--- config.mk ---
export PLATFORM = sky130hd
export DESIGN_NAME = fios_operand_port
export DESIGN_NICKNAME = d
export VERILOG_FILES = /design/src/rtl/fios_operand_port.sv
export SDC_FILE = /design/constraint.sdc
export NUM_CORES = 1
export LEC_CHECK = 0
export CAP_MARGIN = 25
export CORE_ASPECT_RATIO = 0.6
export CORE_UTILIZATION = 35
export CTS_BUF_LIST = sky130_fd_sc_hd__clkbuf_4 sky130_fd_sc_hd__clkbuf_8
export CTS_CLUSTER_SIZE = 28
export DETAILED_ROUTE_END_ITERATION = 8
export PLACE_DENSITY = 0.61
export SLEW_MARGIN = 10
export SYNTH_ARGS = -nofsm -noshare
export SYNTH_HDL_FRONTEND = slang
export SYNTH_SLANG_ARGS = --single-unit
export TNS_END_PERCENT = 100
--- constraint.sdc ---
create_clock -name clock_i -period 8 [get_ports clock_i]
set_input_delay 1.6 -clock clock_i [delete_from_list [all_inputs] [get_ports clock_i]]
set_output_delay 1.6 -clock clock_i [all_outputs]
set_load 0.01 [all_outputs]
--- src/rtl/fios_operand_port.sv ---
// Operand/result staging port for a FIOS Montgomery multiplier: host-loaded A/B/P
// word arrays streamed to the multiplier on request, result words captured into R.
module fios_operand_port #(
  parameter int s     = 8,
  parameter int PE_NB = 8
) (
  input  logic                  clock_i,
  input  logic                  reset_n_i,
  input  logic                  load_en_i,
  input  logic [1:0]            load_sel_i,
  input  logic [$clog2(s)-1:0]  load_addr_i,
  input  logic [16:0]           load_data_i,
  input  logic                  go_i,
  output logic                  start_o,
  input  logic                  a_shift_i,
  input  logic                  b_fetch_i,
  input  logic                  p_fetch_i,
  input  logic                  RES_push_i,
  input  logic                  done_i,
  output logic [PE_NB*17-1:0]   a_o,
  output logic [16:0]           b_o,
  output logic [16:0]           p_o,
  input  logic [16:0]           RES_i,
  input  logic [$clog2(s)-1:0]  rd_addr_i,
  output logic [16:0]           rd_data_o,
  output logic                  busy_o,
  output logic                  res_valid_o,
  output logic                  err_o
);

  localparam int AW  = $clog2(s);
  localparam int RW  = $clog2(s + 1);
  localparam int NA  = (s + PE_NB - 1) / PE_NB;
  localparam int AIW = $clog2(NA + 1);

  typedef enum logic [1:0] {IDLE, START, RUN, DONE} state_t;

  state_t          r_state;
  logic            r_start;
  logic            r_busy;
  logic            r_res_valid;
  logic            r_err;
  logic [AIW-1:0]  r_a_idx;
  logic [AW-1:0]   r_b_idx;
  logic [AW-1:0]   r_p_idx;
  logic [RW-1:0]   r_r_idx;
  logic [16:0]     r_b_o;
  logic [16:0]     r_p_o;
  logic [16:0]     r_rd_data;

  logic [16:0] r_a_mem [s];
  logic [16:0] r_b_mem [s];
  logic [16:0] r_p_mem [s];
  logic [16:0] r_r_mem [s];

  logic          w_run;
  logic          w_load_ok;
  logic          w_push_ok;
  logic [RW-1:0] w_r_after;

  assign w_run     = (r_state == RUN);
  assign w_load_ok = load_en_i && (r_state == IDLE || r_state == DONE) &&
                     (load_sel_i != 2'd3) && (32'(load_addr_i) < 32'(s));
  assign w_push_ok = w_run && RES_push_i && (r_r_idx < RW'(s));
  // r_idx as it will stand after this edge, so done_i sees a same-cycle push
  assign w_r_after = r_r_idx + RW'(w_push_ok);

  // Word arrays carry no reset so they can map onto plain storage.
  always_ff @(posedge clock_i) begin
    if (w_load_ok) begin
      case (load_sel_i)
        2'd0:    r_a_mem[load_addr_i] <= load_data_i;
        2'd1:    r_b_mem[load_addr_i] <= load_data_i;
        2'd2:    r_p_mem[load_addr_i] <= load_data_i;
        default: ;
      endcase
    end
    if (w_push_ok) begin
      r_r_mem[r_r_idx[AW-1:0]] <= RES_i;
    end
  end

  always_ff @(posedge clock_i or negedge reset_n_i) begin
    if (!reset_n_i) begin
      r_state     <= IDLE;
      r_start     <= 1'b0;
      r_busy      <= 1'b0;
      r_res_valid <= 1'b0;
      r_err       <= 1'b0;
      r_a_idx     <= '0;
      r_b_idx     <= '0;
      r_p_idx     <= '0;
      r_r_idx     <= '0;
      r_b_o       <= '0;
      r_p_o       <= '0;
      r_rd_data   <= '0;
    end else begin
      r_rd_data <= (32'(rd_addr_i) < 32'(s)) ? r_r_mem[rd_addr_i] : 17'd0;
      case (r_state)
        IDLE, DONE: begin
          if (go_i) begin
            r_state     <= START;
            r_start     <= 1'b1;
            r_busy      <= 1'b1;
            r_res_valid <= 1'b0;
            r_err       <= 1'b0;
            r_a_idx     <= '0;
            r_b_idx     <= '0;
            r_p_idx     <= '0;
            r_r_idx     <= '0;
          end
        end
        START: begin
          r_state <= RUN;
          r_start <= 1'b0;
        end
        RUN: begin
          if (a_shift_i && (r_a_idx < AIW'(NA))) begin
            r_a_idx <= r_a_idx + AIW'(1);
          end
          if (b_fetch_i) begin
            r_b_o   <= r_b_mem[r_b_idx];
            r_b_idx <= (r_b_idx == AW'(s - 1)) ? '0 : r_b_idx + AW'(1);
          end
          if (p_fetch_i) begin
            r_p_o   <= r_p_mem[r_p_idx];
            r_p_idx <= (r_p_idx == AW'(s - 1)) ? '0 : r_p_idx + AW'(1);
          end
          if (w_push_ok) begin
            r_r_idx <= w_r_after;
          end else if (RES_push_i) begin
            r_err <= 1'b1;
          end
          if (done_i) begin
            r_state     <= DONE;
            r_busy      <= 1'b0;
            r_res_valid <= 1'b1;
            if (w_r_after != RW'(s)) begin
              r_err <= 1'b1;
            end
          end
        end
        default: r_state <= IDLE;
      endcase
    end
  end

  // Words past the end of A read as zero so a partial last group is padded.
  for (genvar gi = 0; gi < PE_NB; gi++) begin : g_a_word
    logic [31:0] w_idx;
    assign w_idx = 32'(r_a_idx) * 32'(PE_NB) + 32'(gi);
    assign a_o[gi*17 +: 17] = (w_idx < 32'(s)) ? r_a_mem[w_idx[AW-1:0]] : 17'd0;
  end

  assign start_o     = r_start;
  assign busy_o      = r_busy;
  assign res_valid_o = r_res_valid;
  assign err_o       = r_err;
  assign b_o         = r_b_o;
  assign p_o         = r_p_o;
  assign rd_data_o   = r_rd_data;

endmodule

======== Yosys cells after proc, flatten, opt, wreduce, memory -nomap -nowiden ========
Memory sizes are Yosys's and may differ from the RTL's. A register that Yosys moved wholly into a read port is not among the register bits.
Cells that the tools add are included.
storage, ports and cells
  memories ................................ 4
  flip-flop bits (word level) ............. 17
  memory bits (writable) .................. 544
  bits of input ports ..................... 51
  latch bits .............................. 0
  ROM bits ................................ 0
  output and inout port bits .............. 191
  word-level logic and storage cells ...... 119
cells by class
  $add $sub $neg .......................... 11
  shift operators ......................... 0
  eq/ne operators ......................... 15
  magnitude comparators ................... 10
  reduce and logical (&&, ||, !) cells .... 24
  multipliers ............................. 0
  div/mod/pow operators ................... 0
  muxes and demuxes ....................... 46
  bitwise gates (word level) .............. 0
memory list
  name     depth  width  rd ports  clocked after memory_dff  write ports  line  source
  r_a_mem  8      17     8         0                         1            51    logic [16:0] r_a_mem [s];
  r_b_mem  8      17     1         1                         1            52    logic [16:0] r_b_mem [s];
  r_p_mem  8      17     1         1                         1            53    logic [16:0] r_p_mem [s];
  r_r_mem  8      17     1         1                         1            54    logic [16:0] r_r_mem [s];
operators with widths
  cell                                                                  count
  17-bit two-way mux                                                    8
  5-bit by 4-bit < comparator with 1-bit output, second input constant  7
  4-bit by 3-bit adder with 5-bit output, second input constant         4
  1-bit two-way mux                                                     20
  3-bit two-way mux                                                     5
  3-bit AND reduction                                                   5
  3-bit one-hot mux with 2 select lines                                 2
  4-bit by 2-bit adder with 5-bit output, second input constant         2
  2-bit != test, second input constant                                  5
  1-bit one-hot mux with 2 select lines                                 5
  2-bit AND reduction                                                   5
  4-bit < comparator, second input constant                             2
  4-bit two-way mux                                                     2
  4-bit one-hot mux with 2 select lines                                 1
  3-bit by 1-bit adder with 3-bit output, second input constant         2
  2-bit == test, second input constant                                  3
  3-bit == test, second input constant                                  2
  2-bit one-hot mux with 3 select lines                                 1
  4-bit by 1-bit adder with 5-bit output, second input constant         1
  1-bit logical AND                                                     5
  4-bit by 1-bit adder with 4-bit output                                1
  2-bit by 1-bit == test with 1-bit output, second input constant       2
  2-bit logical NOT                                                     2
  2-bit two-way mux                                                     2
  other kinds (8)                                                       12

======== Logic depth before layout (Yosys ltp) ========
  word-level depth ........................ 8
  gate-level depth with buffers ........... 9
  mapped depth without buffers ............ 9

======== Least setup slack after synthesis ========
OpenSTA, ideal clock, no wires.
  path kind ............................... input port to flip-flop
  start point ............................. in RES_push_i
  end point ............................... mem r_r_mem[0][0], enable pin
  data required time ...................... 7565 ps
  path slack .............................. 4148 ps
  setup time .............................. 435 ps
  path buffers ............................ 0
  arrival time ............................ 3417 ps
  stages .................................. 2
  cells stage by stage .................... nand3b_1 > nor4_1
on the way
  longest elaborated chain between the ends .. 4
RTL lines
  item                                     line  source
  start: declaration                       18    input logic RES_push_i,
  1-bit logical AND (2 in a row)           64    assign w_push_ok = w_run && RES_push_i && (r_r_idx < RW'(s));
  1-bit two-way mux                        78    if (w_push_ok) begin
  1-bit two-way mux (implied by the code)  79    r_r_mem[r_r_idx[AW-1:0]] <= RES_i;
  end: declaration                         54
No other way between the ends.

======== Final worst setup path ========
  start point ............................. reg r_a_idx
  end point ............................... out a_o[126]
on the way
  longest elaborated chain between the ends .. 3
RTL lines
  item                                           line  source
  start: declaration                             43    logic [AIW-1:0] r_a_idx;
  start signal: assignment                       119   r_a_idx <= r_a_idx + AIW'(1);
  4-bit by 3-bit adder with 5-bit output         151   assign w_idx = 32'(r_a_idx) * 32'(PE_NB) + 32'(gi);
  5-bit by 4-bit < comparator with 1-bit output  152   assign a_o[gi*17 +: 17] = (w_idx < 32'(s)) ? r_a_mem[w_idx[AW-1:0]] : 17'd0;
  17-bit two-way mux                             152
  end: declaration                               20    output logic [PE_NB*17-1:0] a_o,
No other way between the ends.

==> run summary <==
The sequential element share of the synthesized area is 77.1%. The H-tree depth came out at 3. Leaving out fill and tap cells, the most frequent cells in the layout are edfxtp_1, clkdlybuf4s50_1, nor2b_1. The final design utilization came out at 44.9%.

The number of gates resized after CTS came out at 0. The fill cell total of the finished layout is 5711. STA classifies the critical path endpoint as an output pin. Setup violations remaining at the end of the flow were counted as 0.

The number of sinks handled by clock tree synthesis is 612. The root buffer cell is clkbuf_8. The path with the worst hold slack has its endpoint at p_o[9].

The number of buffers between clock root and the deepest sink is 3. The count of hold buffers inserted by post-cts repair came out at 0. The worst register-to-register path ends at err_o. The pin count of the biggest net entering global routing is 107. The number of warning messages in the yosys log is 0. The number of setup buffers added after CTS is 0. Dividing the detail-routed via count by the number of cells gives 4.81.

Of all flip-flops after synthesis, the portion carrying an async set or reset was 11.1%. The post-route clock skew is 0.0348 ns. The core footprint came out at 0.0652 mm².

Dividing the detail-routed wire length by the instance count gives 21.4 µm. The share of cells above drive strength 1 came out at 15.8%. The number of cells on the worst hold path is 2. The insertion delay of the later-clocked pin in the worst-skew pair is 0.69 ns.

At the placement stage, the worst setup path has a slack of 4.13 ns. The number of nets in the synthesized netlist is 1382. Clock-pin slew was measured on the worst setup and hold paths at 0.06 ns.

The via count of the routed design came out at 12.6k. The measured slew at the worst slew-check pin came out at 1.08 ns. STA classifies the critical path startpoint as a register. Summing the areas of all compound-gate instances in the mapped netlist gives 3.82% of the synthesized area. The flow ran to the end, and the final reports show no timing, DRC or antenna violations. The number of nets with antenna violations after routing came out at 0. The worst hold path begins at p_o[9].

After layout, the minimum clock period comes to 4.28 ns. Summed over all layers, the routed wires come to 56.0 mm. The maximum clock rate came out at 0.234 GHz. A synthesized cell averages 17.7 µm². Clock tree synthesis inserted a total of 93 buffers. The number of max-capacitance violations reported is 0. By startpoint and endpoint, the worst setup path is classified as register to output pin. The cell count after synthesis came out at 1322.

The first-pass GRT wire length came out at 81.7 mm. The library cell used most frequently in the layout, excluding fill and tap cells, is edfxtp_1. STA puts the critical path data arrival time at 2.68 ns. The sum of internal, switching and leakage power is 8.09 mW. In this run the core area contains 72 standard-cell rows.

The die covers 0.0679 mm². Global routing consumed, over all layers together, 16.3% of the routing resources. Of the total synthesized cell area, the portion taken by XOR and XNOR cells is 0.0749%. The setup slack on the worst flop-to-flop path is 5.20 ns.

The adder-cell share of the synthesized area is 0.481%. The final total negative setup slack is 0 ns. TritonCTS built the clock tree. The placer congestion estimate is 0.807. After synthesis, the largest family of logic cells by area is multiplexers. After Yosys synthesis, and, or, nand and nor cells account for 6.70% of the synthesized area.

The distinct cell type count of the synthesized netlist is 39. The worst-path maximum fanout is 92. The worst reg2reg path depth came out at 9. The top-area cell type share of the netlist area came out at 69.8%. The period utilization came out at 53.5%.

The total instance count after detailed placement came out at 2438. The final global-route overflow total came out at 0. For this design the static power due to leakage is 9.87 nW. Setup repair after global routing left no endpoint under its margin. The number of enable-type register cells in the synthesized netlist came out at 544. Of all cell types, the one taking the most synthesized area is edfxtp_1. The portion of netlist area occupied by mux cells came out at 10.4%. The half-perimeter wire length of the detailed placement result is 33.4 mm. The initial utilization of the core area, before any placement, comes to 35.9%. The area overhead of the layout relative to synthesis came out at 25.2%. The final instance count without filler cells came out at 2622.

The number of port buffers is 241. In this run, the number of DRC markers left after iteration 0 of detailed routing was 967. STA puts the critical path data required time at 6.40 ns. The number of optimization iterations in the first detailed-route pass is 5. The total number of nets in the final design came out at 1712. The number of hold violations in the final report is 0.

Measured against its own limit, the worst slew margin works out to 27.7%. By area the synthesized netlist is led by edfxtp_1, dfrtp_1, mux2i_1. During I/O placement, the number of pins put on the boundary was 242. The die boundary width came out at 336 µm. The worst-case setup margin in the final layout is 3.72 ns.

The worst-case hold slack is 0.479 ns. The cell area after placement came out at 0.0271 mm². The combined area of all synthesized cells came out at 0.0234 mm². The startpoint identified for the worst register-to-register timing path is r_state[0]. The flip-flop and latch count after synthesis came out at 612. The number of global-route vias before repair came out at 12.8k.

The height of the die is 202 µm. The maximum vdd drop came out at 0.000150 V. The number of max-slew violations in the final report came out at 0. The total power density per cell area came out at 276 mW/mm². The DRC violations left is 0. The most common flop cell mapped by yosys is edfxtp_1. The path class of the lowest-slack min-delay path is register to register. The finished cells cover 0.0293 mm².

The number of antenna violations at the first check in global routing is 3.
sequential cells by signal, indices dropped and copies added (netlist names):
signal,count
r_a_idx,1
r_p_mem,136
b_o,17
r_a_mem,136
res_valid_o,1
r_b_idx,3
r_r_idx,4
r_b_mem,136
r_r_mem,136
r_state,2
rd_data_o,17
p_o,17
err_o,1
r_p_idx,3
start_o,1
busy_o,1
power by group:
group / total [mW] / switching, mW / internal [mW]
Combinational: 1.55 / 0.843 / 0.703
Sequential: 3.76 / 0.117 / 3.65
Clock: 2.78 / 1.24 / 1.54
area by class of cell:
type / count / area, µm² / area share (%)
antenna: 3 / 7.51 / 0.0256
clock buffer: 143 / 1750 / 5.98
tap: 888 / 1110 / 3.80
sequential: 612 / 18000 / 61.7
clock inverter: 31 / 297 / 1.01
timing repair buffer: 302 / 2980 / 10.2
inverter: 5 / 18.8 / 0.0641
multi-input combinational: 638 / 5060 / 17.3
cell families (layout without fill, tap and decap cells):
| logic type | count (synthesis) | in the layout |
|---|---|---|
| flip-flops | 612 | 612 |
| AND/OR/NAND/NOR | 300 | 300 |
| multiplexers | 189 | 189 |
| AO/OA/AOI/OAI | 138 | 138 |
| buffers and inverters | 72 | 481 |
| adder cells (fa/ha/maj) | 9 | 9 |
| XOR/XNOR | 2 | 2 |
| other | 0 | 3 |
worst max-delay path, stage by stage, from the launching register on:
cell and delay, ns:
dfrtp_4 0.63, buf_4 0.27, buf_16 0.24, nor2b_1 0.22, clkdlybuf4s50_1 0.57
how the worst max path moves through the flow:
stage,end,slack [ns],start
after floorplan,r_r_mem[0][0],4.15,RES_push_i
after global placement,r_a_mem[4][0],3.98,load_addr_i[2]
after detailed placement,a_o[86],4.13,r_a_idx
after CTS,a_o[86],3.36,r_a_idx
after global routing,a_o[90],3.60,r_a_idx
final,a_o[126],3.72,r_a_idx
cell usage after synthesis (9+ instances only):
library cell,instances
a21oi_1,11
a22oi_1,68
buf_2,25
clkbuf_1,37
dfrtp_1,68
edfxtp_1,544
ha_1,9
mux2_2,17
mux2i_1,138
mux4_1,24
mux4_2,10
nand2_1,87
nor2_1,40
nor2b_1,148
o21ai_0,45
layer usage:
| metal | global-route usage (%) | vias to the layer above | part of all wire [%] |
|---|---|---|---|
| met5 | 0 | - | 0 |
| met4 | 4.19 | 0 | 1.4 |
| met3 | 3.54 | 66 | 5.4 |
| met2 | 24.5 | 322 | 45 |
| met1 | 24.0 | 6474 | 48 |
| li1 | - | 5747 | - |
(Power assumes the default switching activity.)
